**src/rtl/carfield_pkg.sv**
```systemverilog
`default_nettype none
// ----------------------------------------------------------------------------
// carfield_pkg : shared Carfield domain indices and domain-sequencer types
// Revision 1.0
// ----------------------------------------------------------------------------
package carfield_pkg;

  localparam int unsigned NumDomains = 6;

  typedef enum logic [2:0] {
    PeriphDomainIdx     = 3'd0,
    SafetyDomainIdx     = 3'd1,
    SecurityDomainIdx   = 3'd2,
    IntClusterDomainIdx = 3'd3,
    FPClusterDomainIdx  = 3'd4,
    L2DomainIdx         = 3'd5
  } carfield_domains_e;

  localparam int unsigned DomainClkSettleCycles  = 8;
  localparam int unsigned DomainRstHoldCycles    = 16;
  localparam int unsigned DomainIsoTimeoutCycles = 1024;

  typedef enum logic [2:0] {
    IDLE     = 3'd0,
    ON_CLK   = 3'd1,
    ON_RST   = 3'd2,
    ON_DEISO = 3'd3,
    OFF_ISO  = 3'd4,
    OFF_RST  = 3'd5
  } domain_seq_state_e;

  function automatic int unsigned seq_max(input int unsigned a, input int unsigned b);
    return (a > b) ? a : b;
  endfunction

endpackage
`default_nettype wire

```
**src/rtl/carfield_domain_seq_if.sv**
```systemverilog
`default_nettype none
// ----------------------------------------------------------------------------
// carfield_domain_seq_if : register/gate-side bundle of the domain sequencer
// Revision 1.0
// ----------------------------------------------------------------------------
interface carfield_domain_seq_if #(
  parameter int unsigned NumDomains = carfield_pkg::NumDomains
);

  logic [NumDomains-1:0] en_req_i;
  logic [NumDomains-1:0] isolated_i;
  logic [NumDomains-1:0] clk_en_o;
  logic [NumDomains-1:0] rst_n_o;
  logic [NumDomains-1:0] isolate_o;
  logic [NumDomains-1:0] active_o;
  logic                  busy_o;
  logic [NumDomains-1:0] timeout_o;

  modport master (
    input  en_req_i, isolated_i,
    output clk_en_o, rst_n_o, isolate_o, active_o, busy_o, timeout_o
  );

  modport slave (
    output en_req_i, isolated_i,
    input  clk_en_o, rst_n_o, isolate_o, active_o, busy_o, timeout_o
  );

endinterface
`default_nettype wire

```
**src/rtl/carfield_domain_seq_arb.sv**
```systemverilog
`default_nettype none
// ----------------------------------------------------------------------------
// carfield_domain_seq_arb : combinational round-robin picker (first pending at/after ptr)
// Revision 1.0
// ----------------------------------------------------------------------------
module carfield_domain_seq_arb #(
  parameter  int unsigned NumDomains = carfield_pkg::NumDomains,
  localparam int unsigned IdxW       = $clog2(NumDomains)
) (
  input  logic [NumDomains-1:0] pending_i,
  input  logic [IdxW-1:0]       ptr_i,
  output logic                  valid_o,
  output logic [IdxW-1:0]       idx_o
);

  // Scan from the farthest candidate back to the pointer so the nearest one wins.
  always_comb begin
    valid_o = 1'b0;
    idx_o   = '0;
    for (int k = int'(NumDomains) - 1; k >= 0; k--) begin
      int j;
      j = int'(ptr_i) + k;
      if (j >= int'(NumDomains)) j = j - int'(NumDomains);
      if (pending_i[j[IdxW-1:0]]) begin
        valid_o = 1'b1;
        idx_o   = j[IdxW-1:0];
      end
    end
  end

endmodule
`default_nettype wire

```
**src/rtl/carfield_domain_seq.sv**
```systemverilog
`default_nettype none
// ----------------------------------------------------------------------------
// carfield_domain_seq : round-robin power-domain sequencer (clock, reset, isolation)
// Optional isolation-ack timeout: CARFIELD_DOMAIN_SEQ_TIMEOUT_EN   Revision 1.0
// ----------------------------------------------------------------------------
module carfield_domain_seq #(
  parameter int unsigned NumDomains      = carfield_pkg::NumDomains,
  parameter int unsigned ClkSettleCycles = carfield_pkg::DomainClkSettleCycles,
`ifdef CARFIELD_DOMAIN_SEQ_TIMEOUT_EN
  parameter int unsigned TimeoutCycles   = carfield_pkg::DomainIsoTimeoutCycles,
`endif
  parameter int unsigned RstHoldCycles   = carfield_pkg::DomainRstHoldCycles
) (
  input  logic                          clk_i,
  input  logic                          rst_ni,
  carfield_domain_seq_if.master         ctrl_io
);

  import carfield_pkg::*;

  localparam int unsigned IdxW = $clog2(NumDomains);
`ifdef CARFIELD_DOMAIN_SEQ_TIMEOUT_EN
  localparam int unsigned CntMax = seq_max(seq_max(ClkSettleCycles, RstHoldCycles), TimeoutCycles);
`else
  localparam int unsigned CntMax = seq_max(ClkSettleCycles, RstHoldCycles);
`endif
  localparam int unsigned CntW = $clog2(CntMax + 1);

  // Counter loads are N-1 so a state lasts exactly N cycles including entry.
  localparam logic [CntW-1:0] ClkLoad  = CntW'(ClkSettleCycles - 1);
  localparam logic [CntW-1:0] RstLoad  = CntW'(RstHoldCycles - 1);
`ifdef CARFIELD_DOMAIN_SEQ_TIMEOUT_EN
  localparam logic [CntW-1:0] WaitLoad = CntW'(TimeoutCycles - 1);
`else
  localparam logic [CntW-1:0] WaitLoad = '0;
`endif
  localparam logic [IdxW-1:0] LastIdx  = IdxW'(NumDomains - 1);

  domain_seq_state_e     state_q, state_d;
  logic [CntW-1:0]       cnt_q, cnt_d;
  logic [IdxW-1:0]       idx_q, idx_d;
  logic [IdxW-1:0]       ptr_q, ptr_d;
  logic [NumDomains-1:0] clk_en_q, clk_en_d;
  logic [NumDomains-1:0] rst_n_q, rst_n_d;
  logic [NumDomains-1:0] iso_q, iso_d;
  logic [NumDomains-1:0] active_q, active_d;
`ifdef CARFIELD_DOMAIN_SEQ_TIMEOUT_EN
  logic [NumDomains-1:0] timeout_q, timeout_d;
`endif

  logic [NumDomains-1:0] pending;
  logic                  grant_valid;
  logic [IdxW-1:0]       grant_idx;
  logic                  cnt_zero;
  logic                  ack_on;
  logic                  ack_off;
  logic                  expire;

  assign pending  = ctrl_io.en_req_i ^ active_q;
  assign cnt_zero = (cnt_q == '0);
  assign ack_on   = ~ctrl_io.isolated_i[idx_q];
  assign ack_off  = ctrl_io.isolated_i[idx_q];
`ifdef CARFIELD_DOMAIN_SEQ_TIMEOUT_EN
  assign expire   = cnt_zero;
`else
  assign expire   = 1'b0;
`endif

  carfield_domain_seq_arb #(
    .NumDomains (NumDomains)
  ) i_arb (
    .pending_i  (pending),
    .ptr_i      (ptr_q),
    .valid_o    (grant_valid),
    .idx_o      (grant_idx)
  );

  always_ff @(posedge clk_i or negedge rst_ni) begin
    if (!rst_ni) begin
      state_q   <= IDLE;
      cnt_q     <= '0;
      idx_q     <= '0;
      ptr_q     <= '0;
      clk_en_q  <= '0;
      rst_n_q   <= '0;
      iso_q     <= '1;
      active_q  <= '0;
`ifdef CARFIELD_DOMAIN_SEQ_TIMEOUT_EN
      timeout_q <= '0;
`endif
    end else begin
      state_q   <= state_d;
      cnt_q     <= cnt_d;
      idx_q     <= idx_d;
      ptr_q     <= ptr_d;
      clk_en_q  <= clk_en_d;
      rst_n_q   <= rst_n_d;
      iso_q     <= iso_d;
      active_q  <= active_d;
`ifdef CARFIELD_DOMAIN_SEQ_TIMEOUT_EN
      timeout_q <= timeout_d;
`endif
    end
  end

  // The target direction is captured by which path IDLE branches into.
  always_comb begin
    state_d = state_q;
    case (state_q)
      IDLE: begin
        if (grant_valid) state_d = ctrl_io.en_req_i[grant_idx] ? ON_CLK : OFF_ISO;
      end
      ON_CLK:   if (cnt_zero)           state_d = ON_RST;
      ON_RST:   if (cnt_zero)           state_d = ON_DEISO;
      ON_DEISO: if (ack_on || expire)   state_d = IDLE;
      OFF_ISO:  if (ack_off || expire)  state_d = OFF_RST;
      OFF_RST:  if (cnt_zero)           state_d = IDLE;
      default:                          state_d = IDLE;
    endcase
  end

  // Output registers change only on state entry, so every output is a flop.
  always_comb begin
    cnt_d    = (cnt_q != '0) ? cnt_q - 1'b1 : cnt_q;
    idx_d    = idx_q;
    ptr_d    = ptr_q;
    clk_en_d = clk_en_q;
    rst_n_d  = rst_n_q;
    iso_d    = iso_q;
    active_d = active_q;
`ifdef CARFIELD_DOMAIN_SEQ_TIMEOUT_EN
    timeout_d = timeout_q;
`endif

    if (state_d != state_q) begin
      case (state_d)
        ON_CLK: begin
          clk_en_d[grant_idx] = 1'b1;
          cnt_d               = ClkLoad;
        end
        ON_RST: begin
          rst_n_d[idx_q] = 1'b1;
          cnt_d          = RstLoad;
        end
        ON_DEISO: begin
          iso_d[idx_q] = 1'b0;
          cnt_d        = WaitLoad;
        end
        OFF_ISO: begin
          iso_d[grant_idx] = 1'b1;
          cnt_d            = WaitLoad;
        end
        OFF_RST: begin
          rst_n_d[idx_q] = 1'b0;
          cnt_d          = RstLoad;
        end
        IDLE: begin
          if (state_q == ON_DEISO) begin
            active_d[idx_q] = 1'b1;
          end else begin
            clk_en_d[idx_q] = 1'b0;
            active_d[idx_q] = 1'b0;
          end
        end
        default: cnt_d = cnt_q;
      endcase
    end

    if ((state_q == IDLE) && grant_valid) begin
      idx_d = grant_idx;
      ptr_d = (grant_idx == LastIdx) ? '0 : grant_idx + 1'b1;
`ifdef CARFIELD_DOMAIN_SEQ_TIMEOUT_EN
      timeout_d[grant_idx] = 1'b0;
`endif
    end

`ifdef CARFIELD_DOMAIN_SEQ_TIMEOUT_EN
    // An acknowledge arriving on the expiry cycle still counts as on time.
    if (expire && (((state_q == ON_DEISO) && !ack_on) || ((state_q == OFF_ISO) && !ack_off))) begin
      timeout_d[idx_q] = 1'b1;
    end
`endif
  end

  assign ctrl_io.clk_en_o  = clk_en_q;
  assign ctrl_io.rst_n_o   = rst_n_q;
  assign ctrl_io.isolate_o = iso_q;
  assign ctrl_io.active_o  = active_q;
  assign ctrl_io.busy_o    = (state_q != IDLE);
`ifdef CARFIELD_DOMAIN_SEQ_TIMEOUT_EN
  assign ctrl_io.timeout_o = timeout_q;
`else
  assign ctrl_io.timeout_o = '0;
`endif

endmodule
`default_nettype wire

```
**src/flat_wrapper.sv**
```systemverilog
// flat-port wrapper written by rule: the top's interface ports become plain ports
module carfield_domain_seq_flat import carfield_pkg::*;
#(
  parameter int unsigned NumDomains      = carfield_pkg::NumDomains,
  parameter int unsigned ClkSettleCycles = carfield_pkg::DomainClkSettleCycles,

  parameter int unsigned RstHoldCycles   = carfield_pkg::DomainRstHoldCycles
)
  (clk_i, rst_ni, ctrl_io_en_req_i, ctrl_io_isolated_i, ctrl_io_clk_en_o, ctrl_io_rst_n_o, ctrl_io_isolate_o, ctrl_io_active_o, ctrl_io_busy_o, ctrl_io_timeout_o);
  carfield_domain_seq_if #(.NumDomains(NumDomains)) ctrl_io_i ();
  input  logic clk_i;
  input  logic rst_ni;
  input wire logic [$bits(ctrl_io_i.en_req_i)-1:0] ctrl_io_en_req_i;
  input wire logic [$bits(ctrl_io_i.isolated_i)-1:0] ctrl_io_isolated_i;
  output wire logic [$bits(ctrl_io_i.clk_en_o)-1:0] ctrl_io_clk_en_o;
  output wire logic [$bits(ctrl_io_i.rst_n_o)-1:0] ctrl_io_rst_n_o;
  output wire logic [$bits(ctrl_io_i.isolate_o)-1:0] ctrl_io_isolate_o;
  output wire logic [$bits(ctrl_io_i.active_o)-1:0] ctrl_io_active_o;
  output wire logic [$bits(ctrl_io_i.busy_o)-1:0] ctrl_io_busy_o;
  output wire logic [$bits(ctrl_io_i.timeout_o)-1:0] ctrl_io_timeout_o;
  assign ctrl_io_i.en_req_i = ctrl_io_en_req_i;
  assign ctrl_io_i.isolated_i = ctrl_io_isolated_i;
  assign ctrl_io_clk_en_o = ctrl_io_i.clk_en_o;
  assign ctrl_io_rst_n_o = ctrl_io_i.rst_n_o;
  assign ctrl_io_isolate_o = ctrl_io_i.isolate_o;
  assign ctrl_io_active_o = ctrl_io_i.active_o;
  assign ctrl_io_busy_o = ctrl_io_i.busy_o;
  assign ctrl_io_timeout_o = ctrl_io_i.timeout_o;
  carfield_domain_seq #(.NumDomains(NumDomains), .ClkSettleCycles(ClkSettleCycles), .RstHoldCycles(RstHoldCycles)) u_core (.clk_i(clk_i), .rst_ni(rst_ni), .ctrl_io(ctrl_io_i));
endmodule
```
**config.mk**
```make
export PLATFORM = sky130hd
export DESIGN_NAME = carfield_domain_seq_flat
export DESIGN_NICKNAME = d
export VERILOG_FILES = /design/src/rtl/carfield_pkg.sv /design/src/rtl/carfield_domain_seq_if.sv /design/src/rtl/carfield_domain_seq_arb.sv /design/src/rtl/carfield_domain_seq.sv /design/src/flat_wrapper.sv
export SDC_FILE = /design/constraint.sdc
export NUM_CORES = 1
export LEC_CHECK = 0
export ABC_CLOCK_PERIOD_IN_PS = 3100
export CORE_MARGIN = 1
export CORE_UTILIZATION = 49
export CTS_CLUSTER_SIZE = 14
export DETAILED_ROUTE_END_ITERATION = 12
export GPL_ROUTABILITY_DRIVEN = 1
export GPL_TIMING_DRIVEN = 0
export PLACE_DENSITY_LB_ADDON = 0.3
export SLEW_MARGIN = 20
export SYNTH_ARGS = -nofsm -noshare
export SYNTH_HDL_FRONTEND = slang
export SYNTH_SLANG_ARGS = --single-unit
```
**constraint.sdc**
```tcl
create_clock -name clk_i -period 3.1 [get_ports clk_i]
set_input_delay 0.62 -clock clk_i [delete_from_list [all_inputs] [get_ports clk_i]]
set_output_delay 0.62 -clock clk_i [all_outputs]
set_load 0.03 [all_outputs]
```
==> results of run 1 <==
==> synthesized netlist by cell type (2+ instances only) <==
master     number  area share
nor2b_1        10       0.020
mux4_2          2       0.015
nor4_1          3      0.0061
mux2_2          9       0.033
mux2i_1        14       0.045
buf_2           4      0.0065
and3_1          4      0.0081
o21a_1          2      0.0049
o21ai_0        11       0.018
a21o_1          4      0.0097
or2_2           2      0.0040
a22o_1          2      0.0057
xor2_1          9       0.026
a21oi_1        35       0.057
nand2b_1        8       0.016
o21bai_1        2      0.0049
a41oi_1         3      0.0085
o31a_1          4       0.011
and3b_1         4       0.011
and2_1          2      0.0040
dfstp_2         6       0.051
nor3b_1         4      0.0097
nor2_1         24       0.029
a31oi_1         5       0.010
nor3_1         14       0.023
nand3_1        12       0.019
ha_1           10       0.040
nand2_1        16       0.019
o211ai_1        3      0.0073
a2bb2oi_1       4       0.011
dfrtp_1        32        0.26
a211oi_1        3      0.0073
xnor2_1         6       0.017
clkbuf_1        8      0.0097
inv_1          14       0.017
a22oi_1         2      0.0049
buf_4           6       0.015
a2bb2oi_2       3       0.015
==> repair_timing <==
action / 4_1_cts / 5_1_grt
gates cloned: 0 / 1
pin swaps: 26 / 21
hold buffers: 0 / 0
setup buffers: 23 / 11
gates resized for setup: 66 / 37
endpoints found under the setup margin: 25 / 22
==> layout make-up <==
type / count / area share
tap: 75 / 0.0208
clock inverter: 2 / 0.0133
sequential: 38 / 0.213
multi-input combinational: 272 / 0.528
timing repair buffer: 74 / 0.151
inverter: 15 / 0.0152
buffer: 21 / 0.0399
clock buffer: 6 / 0.0183
==> path summary, 6_finish.rpt <==
path	start	to	slack [ns]
max in group asynchronous	rst_ni	u_core.ctrl_io.isolate_o[4]	2.47
min in group clk_i	u_core.ctrl_io.isolate_o[2]	u_core.ctrl_io.isolate_o[2]	0.47
setup / recovery	u_core.ptr_q[1]	u_core.ctrl_io.clk_en_o[3]	-0.35
hold / removal	rst_ni	asynchronous set/reset pin	0.15
setup reg to reg	u_core.ptr_q[1]	u_core.ctrl_io.clk_en_o[3]	-0.35
hold reg to reg	u_core.ctrl_io.isolate_o[2]	u_core.ctrl_io.isolate_o[2]	0.47
==> cell families after synthesis <==
| kind of cell | count (synthesis) | share of synthesized area |
|---|---|---|
| simple gates | 114 | 0.204 |
| other cells | 1 | 0.00121 |
| compound gates | 102 | 0.238 |
| buf+inv | 38 | 0.0704 |
| mux | 25 | 0.0927 |
| fa+ha+maj | 10 | 0.0405 |
| flops | 38 | 0.310 |
| xor+xnor | 15 | 0.0425 |
==> metal layers <==
metal	track usage	vias to the layer above
met1	0.386	1548
met2	0.486	266
met4	0.170	0
li1	-	1413
met5	0	-
met3	0.0444	78
==> per-stage QoR <==
step / area [um2] / std cells
floorplan: 3120 / 348
global placement: 3600 / 461
detailed placement: 3610 / 462
CTS: 4260 / 491
global route: 4520 / 503
finish: 4520 / 503
==> worst max-delay path: stages, from the launching register on <==
cell     delay, ns
dfrtp_2       0.48
buf_4         0.16
buf_4         0.15
ha_1          0.28
and4_1        0.20
o22ai_2       0.25
nor2b_2       0.23
mux2i_1       0.12
or3b_4        0.42
a211o_4       0.41
a21oi_4       0.27
a41oi_1       0.17
a21oi_1       0.21
==> metrics.md, run 1 <==
| Metric | Value |
|---|---|
| Uppermost layer routed | `met4` |
| Gr usage total | `0.302` |
| Starting density of the core | `0.516` |
| Vias | `3,305` |
| Clk_lat worst skew | `0.30 ns` |
| Hold Crit Class | `input pin to asynchronous set/reset pin` |
| Site Rows | `28` |
| Avg Inst Size Synth | `9.01 um2` |
| Fraction of layout cells with a size suffix above 1 | `0.353` |
| Io pins | `45` |
| Final period utilization | `1.11` |
| Via/cell ratio | `6.57` |
| Max cap viols | `0` |
| Ys flop type | `dfrtp_1` |
| Clk pin slew, worst setup/hold paths | `0.08 ns` |
| Final setup TNS | `-4.46 ns` |
| Buffers on Ports | `38` |
| Post-synth EDFFs | `0` |
| YS warnings | `0` |
| Detail Placement HPWL | `6040 um` |
| Fillers | `380` |
| Initial antenna violation count | `0` |
| Hold slack | `0.150 ns` |
| Commonest cells after routing, fill and taps aside | `buf_4 (33), clkdlybuf4s50_1 (31), dfrtp_1 (30)` |
| Die height | `81.4 um` |
| DIE AREA | `0.00663 mm2` |
| Total CTS buffers | `5` |
| Worst clock skew | `0.0101 ns` |
| First-pass GRT wire length | `14,800 um` |
| FF/Latch Area | `961 um2` |
| Metal2 WL | `5130 um` |
| DRC Markers | `0` |
| CP arrival | `3.66 ns` |
| Async set-reset flop share out of synthesis | `1.00` |
| Status | `finished, violations left` |
| Register area share after synthesis | `0.310` |
| Max-slew headroom | `0.342` |
| WL met3 | `910 um` |
| N_diodes | `0` |
| Setup ws final | `-0.350 ns` |
| Mapped cell area | `0.00309 mm2` |
| Layout area overhead | `46.1%` |
| # nets final | `451` |
| Most common cell after layout, fill and taps aside | `buf_4` |
| Grt ovf | `0` |
| CTS Sinks | `38` |
| Routed len/inst | `21.8 um` |
| Final Hold Violating Endpoints | `0` |
| Cells after synthesis | `343` |
| Synthesized flop and latch total | `38` |
| Drt pass-1 iters | `5` |
| Metal-1 WL | `4280 um` |
| Final core utilization | `0.754` |
| CTS tree | `yes` |
| Worst setup EP type | `register` |
| H-tree depth | `2` |
| Clk buf depth | `2` |
| Pre-CTS setup slack | `-0.748 ns` |
| Fin crit period | `3.45 ns` |
| Multi-input logic area | `0.00239 mm2` |
| WS Path Type | `register to register` |
| Root Buffer | `clkbuf_8` |
| R2R cell count | `12` |
| Number of global-route vias before repair | `2,938` |
| Core Area | `0.00599 mm2` |
| Detail Route Antenna Nets | `0` |
| GP Congestion | `0.916` |
| Largest net degree at the start of global routing | `33` |
| RSZ-0062 raised after global routing | `true` |
| Failing checks | `negative setup slack` |
| Synth cell types | `75` |
| Final setup viols | `20` |
| Final slew viol count | `0` |
| 1st-iter DRT viols | `353` |
| Critical Path RT | `3.31 ns` |
| Setup crit start kind | `register` |
| Actual slew at the worst max-slew pin | `0.985 ns` |
| Highest clock rate | `0.290 GHz` |
| Largest fanout on the critical path | `5` |
| Routed wire length | `10,900 um` |
| Die W | `81.4 um` |
Power of run 1 is left out: the tool's default activity adds up to more than one toggle a clock period on the data nets, which glitch-free logic cannot reach.
==> inputs of run 2 (changes only) <==
--- a/config.mk
+++ b/config.mk
@@ -6,6 +6,7 @@
 export NUM_CORES = 1
 export LEC_CHECK = 0
 export ABC_CLOCK_PERIOD_IN_PS = 3100
+export CAP_MARGIN = 5
 export CORE_MARGIN = 1
 export CORE_UTILIZATION = 49
 export CTS_CLUSTER_SIZE = 14
@@ -13,6 +14,7 @@
 export GPL_ROUTABILITY_DRIVEN = 1
 export GPL_TIMING_DRIVEN = 0
 export PLACE_DENSITY_LB_ADDON = 0.3
+export SETUP_SLACK_MARGIN = 0.3
 export SLEW_MARGIN = 20
 export SYNTH_ARGS = -nofsm -noshare
 export SYNTH_HDL_FRONTEND = slang
==> metrics.md, run 2 (same netlist as run 1, synthesis figures left out) <==
| Metric | Value |
|---|---|
| Most frequent CP cell | `buf_4` |
| N_diodes | `0` |
| Fillers | `330` |
| Cells after DPL | `462` |
| CP arrival | `3.48 ns` |
| Grt ovf | `0` |
| Drt pass-1 iters | `5` |
| Final setup viols | `16` |
| Slowest-stage cell, CP | `dfrtp_2` |
| Clk_lat worst skew | `0.30 ns` |
| GP Congestion | `0.941` |
| Clk pin slew, worst setup/hold paths | `0.09 ns` |
| DIE AREA | `0.00663 mm2` |
| Largest fanout on the critical path | `6` |
| Critical Path RT | `3.27 ns` |
| Setup crit start kind | `register` |
| Routed wire length | `12,000 um` |
| CP max stage delay | `0.46 ns` |
| Actual slew at the worst max-slew pin | `0.937 ns` |
| Root Buffer | `clkbuf_8` |
| Worst clock skew | `0.0182 ns` |
| Final period utilization | `1.07` |
| Failing checks | `negative setup slack` |
| Buf/Inv on CP | `4` |
| DRC Markers | `0` |
| Gr usage total | `0.316` |
| Fraction of layout cells with a size suffix above 1 | `0.441` |
| Max-slew headroom | `0.374` |
| Final Hold Violating Endpoints | `0` |
| Vias | `3,414` |
| Commonest cells after routing, fill and taps aside | `buf_4 (64), clkdlybuf4s50_1 (31), dfrtp_1 (29)` |
| Io pins | `45` |
| CP Cell Sequence | `inv_4 > buf_4 > ha_2 > a21o_1 > nand3_1 > a21oi_4 > nor2_1 > o22a_1 > a41oi_2 > buf_6 > o2111a_2 > a2bb2oi_4 > buf_4 > o21ai_1` |
| Final slew viol count | `0` |
| Via/cell ratio | `6.43` |
| WS Path Type | `register to register` |
| Cell Count, Final, Fillers Out | `531` |
| Site Rows | `28` |
| Starting density of the core | `0.516` |
| First-pass GRT wire length | `15,400 um` |
| Setup ws final | `-0.205 ns` |
| H-tree depth | `2` |
| Hold Crit Class | `input pin to asynchronous set/reset pin` |
| Core Area | `0.00599 mm2` |
| Detail Placement HPWL | `6200 um` |
| Hold buffer count at CTS | `0` |
| Status | `finished, violations left` |
| Buffers on Ports | `38` |
| 1st-iter DRT viols | `314` |
| CTS tree | `yes` |
| Worst path top cell family by delay | `compound AO/OA/AOI/OAI gates` |
| Clk buf depth | `2` |
| RSZ-0062 raised after global routing | `true` |
| Most common cell after layout, fill and taps aside | `buf_4` |
| Layout area overhead | `56.8%` |
| Number of global-route vias before repair | `3,115` |
| Fin crit period | `3.31 ns` |
| CTS Sinks | `38` |
| Highest clock rate | `0.303 GHz` |
| Detail Route Antenna Nets | `0` |
| Routed len/inst | `22.7 um` |
| # nets final | `479` |
| Largest net degree at the start of global routing | `33` |
| Pre-CTS setup slack | `-0.806 ns` |
| Initial antenna violation count | `0` |
| Die W | `81.4 um` |
| Worst setup EP type | `register` |
| Max cap viols | `0` |
| Die height | `81.4 um` |
| Total CTS buffers | `5` |
-- run 2: cell types whose count changed in the layout (fill, tap and decap cells not counted), moves of 4 or more --
cell | previous run | this run
dlygate4sd2_1 | 6 | 0
xor2_2 | 4 | 8
mux2i_1 | 10 | 5
a21oi_2 | 7 | 3
buf_4 | 33 | 64
xor2_1 | 5 | 0
-- run 2: worst register-to-register path: stages, from the launching register on --
cell	delay, ns
dfrtp_2	0.46
inv_4	0.11
buf_4	0.13
ha_2	0.22
a21o_1	0.20
nand3_1	0.15
a21oi_4	0.21
nor2_1	0.12
o22a_1	0.31
a41oi_2	0.33
buf_6	0.18
o2111a_2	0.30
a2bb2oi_4	0.26
buf_4	0.16
o21ai_1	0.05
-- run 2: final timing paths --
kind | start | end | slack (ns) | depth (start not counted)
worst max-delay path | u_core.ptr_q[1] | u_core.state_q[0] | -0.21 | 14
worst min-delay path | rst_ni | u_core.ctrl_io.clk_en_o[5] | 0.15 | 1
worst max register to register | u_core.ptr_q[1] | u_core.state_q[0] | -0.21 | 14
worst min register to register | u_core.ctrl_io.isolate_o[0] | u_core.ctrl_io.isolate_o[0] | 0.50 | 2
max in group asynchronous | rst_ni | u_core.ctrl_io.isolate_o[0] | 2.45 | 2
min in group clk_i | u_core.ctrl_io.isolate_o[0] | u_core.ctrl_io.isolate_o[0] | 0.50 | 2
-- run 2: metrics by stage --
step,instance area [um2],utilization,hold WS (ns),setup TNS [ns]
2_1_floorplan,3220,-,0.324,0
3_3_place_gp,3690,0.616,0.464,-13.74
3_5_place_dp,3710,0.619,0.464,-13.91
4_1_cts,4500,0.751,0.151,0
5_1_grt,4850,0.809,0.146,-9.12
6_report,4850,0.809,0.146,-1.22
-- run 2: routing by layer --
| layer | global-route usage | part of all wire |
|---|---|---|
| met5 | 0 | 0 |
| met4 | 0.148 | 0.056 |
| met3 | 0.0478 | 0.092 |
| met2 | 0.549 | 0.48 |
| met1 | 0.382 | 0.37 |
-- run 2: what timing repair did --
item                       in CTS  in global routing
setup endpoints to repair      26                 31
cloned                          1                  0
gates resized for setup        96                 42
buffers inserted               40                 20
pin swaps                      31                 21
-- run 2: area by class of cell --
cell class                      instances  area (um2)  share of cell area
Clock inverter                          1        5.00             0.00103
Timing Repair Buffer                  100         871               0.180
Clock buffer                            7        86.3              0.0178
Multi-Input combinational cell        272        2540               0.524
Inverter                               15        71.3              0.0147
Sequential cell                        38         962               0.199
Buffer                                 23         215              0.0444
Tap cell                               75        93.8              0.0194
Power of run 2 is left out for the same reason.
==> inputs of run 3 (changes only) <==
--- a/config.mk
+++ b/config.mk
@@ -8,7 +8,7 @@
 export ABC_CLOCK_PERIOD_IN_PS = 3100
 export CAP_MARGIN = 5
 export CORE_MARGIN = 1
-export CORE_UTILIZATION = 49
+export CORE_UTILIZATION = 45
 export CTS_CLUSTER_SIZE = 14
 export DETAILED_ROUTE_END_ITERATION = 12
 export GPL_ROUTABILITY_DRIVEN = 1
==> metrics.md, run 3 (same netlist as run 1, synthesis figures left out) <==
| Metric | Value |
|---|---|
| Io pins | `45` |
| Most frequent CP cell | `a211oi_2` |
| Critical Path RT | `3.35 ns` |
| Capture point of the worst reg-to-reg path | `u_core.ctrl_io.isolate_o[5]` |
| Final core utilization | `0.752` |
| 1st-iter DRT viols | `360` |
| Pre-CTS setup slack | `-0.778 ns` |
| Final period utilization | `1.06` |
| Setup crit start kind | `register` |
| GRT met1 Usage | `0.351` |
| Root Buffer | `clkbuf_8` |
| Detail Placement HPWL | `6410 um` |
| Routed len/inst | `22.1 um` |
| CP arrival | `3.53 ns` |
| R2R cell count | `12` |
| Worst R2R Setup Slack | `-0.18 ns` |
| GR Util met3 | `0.0399` |
| Multi-input logic area | `0.00254 mm2` |
| Starting density of the core | `0.476` |
| CP max stage delay | `0.59 ns` |
| Initial antenna violation count | `0` |
| DIE AREA | `0.00720 mm2` |
| Actual slew at the worst max-slew pin | `1.03 ns` |
| Failing checks | `negative setup slack` |
| Gr busiest metal | `met2` |
| Routed wire length | `11,800 um` |
| Clk_lat worst skew | `0.31 ns` |
| Final Hold Violating Endpoints | `0` |
| Worst clock skew | `0.00742 ns` |
| Status | `finished, violations left` |
| WS Path Type | `register to register` |
| DRC Markers | `0` |
| FF/Latch Area | `961 um2` |
| Gr usage total | `0.281` |
| CTS tree | `yes` |
| Max cap viols | `0` |
| Buffers on Ports | `38` |
| Grt ovf | `0` |
| Final slew viol count | `0` |
| # nets final | `478` |
| Fin crit period | `3.28 ns` |
| Setup ws final | `-0.183 ns` |
| Largest fanout on the critical path | `6` |
| Die height | `84.9 um` |
| Highest clock rate | `0.305 GHz` |
| Final setup viols | `19` |
| Hold buffer count at CTS | `0` |
| Site Rows | `29` |
| Post-route design area | `0.00489 mm2` |
| CP Cell Sequence | `clkinv_4 > ha_4 > buf_6 > inv_1 > nand3_1 > a211oi_2 > a311oi_4 > o31a_4 > a211o_4 > a211oi_2 > and2b_1 > a2bb2oi_2` |
| Commonest cells after routing, fill and taps aside | `buf_4 (56), clkdlybuf4s50_1 (31), dfrtp_1 (30)` |
| Layout area overhead | `58.1%` |
| GP Congestion | `0.902` |
| RSZ-0062 raised after global routing | `true` |
| Detail Route Antenna Nets | `0` |
| Worst path depth | `12` |
| H-tree depth | `2` |
| Total CTS buffers | `5` |
| Via/cell ratio | `6.41` |
| Slowest-stage cell, CP | `a211oi_2` |
| Drt pass-1 iters | `8` |
| Hold Crit Class | `input pin to asynchronous set/reset pin` |
| Most common cell after layout, fill and taps aside | `buf_4` |
| Vias | `3,408` |
| Largest net degree at the start of global routing | `26` |
| Area post-placement | `0.00372 mm2` |
| First-pass GRT wire length | `15,500 um` |
| Worst setup EP type | `register` |
| Die W | `84.9 um` |
| Worst flop-to-flop path startpoint | `u_core.ptr_q[1]` |
| Max-slew headroom | `0.310` |
| Worst path top cell family by delay | `compound AO/OA/AOI/OAI gates` |
| Number of global-route vias before repair | `3,019` |
| Core Area | `0.00649 mm2` |
| Buf/Inv on CP | `3` |
| Clk buf depth | `2` |
| Fillers | `395` |
| Met2 Use GR | `0.499` |
| Clk pin slew, worst setup/hold paths | `0.08 ns` |
| CTS Sinks | `38` |
| N_diodes | `0` |
| Fraction of layout cells with a size suffix above 1 | `0.422` |
[run 3: final cells by class]
class / instances / share of cell area
repair buffers: 99 / 0.180
clock inverters: 1 / 0.00615
clock buffers: 7 / 0.0177
flip-flops and latches: 38 / 0.197
plain buffers: 23 / 0.0446
well taps: 77 / 0.0197
inverters: 15 / 0.0149
multi-input cells: 272 / 0.521
[run 3: worst max-delay path by stage]
| stage | start | end | slack, ns |
|---|---|---|---|
| 2_1_floorplan | ctrl_io_en_req_i[3] | u_core.state_q[2] | 0.15 |
| 4_1_cts | ctrl_io_en_req_i[0] | u_core.ctrl_io.clk_en_o[0] | 0.04 |
| 3_5_place_dp | ctrl_io_en_req_i[3] | u_core.cnt_q[0] | -0.78 |
| 3_3_place_gp | ctrl_io_en_req_i[5] | u_core.ctrl_io.clk_en_o[0] | -0.80 |
| 6_report | u_core.ptr_q[1] | u_core.ctrl_io.isolate_o[5] | -0.18 |
| 5_1_grt | u_core.ptr_q[1] | u_core.ctrl_io.isolate_o[5] | -0.29 |
[run 3: worst register-to-register path: cells and delay by family, from the launching register on]
family	cells	cell delay [ns]
buffers and inverters	3	0.41
and+or+nand+nor	2	0.33
DFF	1	0.46
AOI/OAI and AO/OA	6	1.76
adders and majority gates	1	0.25
[run 3: per-stage QoR]
stage	TNS, ns	std cells	hold WS (ns)
finish	-2.02	532	0.209
global route	-3.79	532	0.241
CTS	0	500	0.226
detailed placement	-14.11	464	0.462
global placement	-14.04	463	0.464
floorplan	0	348	0.324
[run 3: timing repair]
item | CTS | global route
pin swaps | 24 | 28
cloned | 0 | 1
setup endpoints to repair | 26 | 31
resized for setup | 73 | 66
setup buffers | 28 | 31
[run 3: routing by layer]
layer,vias up,share of wire
met5,-,0
met4,0,0.057
met3,77,0.072
met2,202,0.51
met1,1670,0.36
li1,1459,-
Power of run 3 is left out for the same reason.
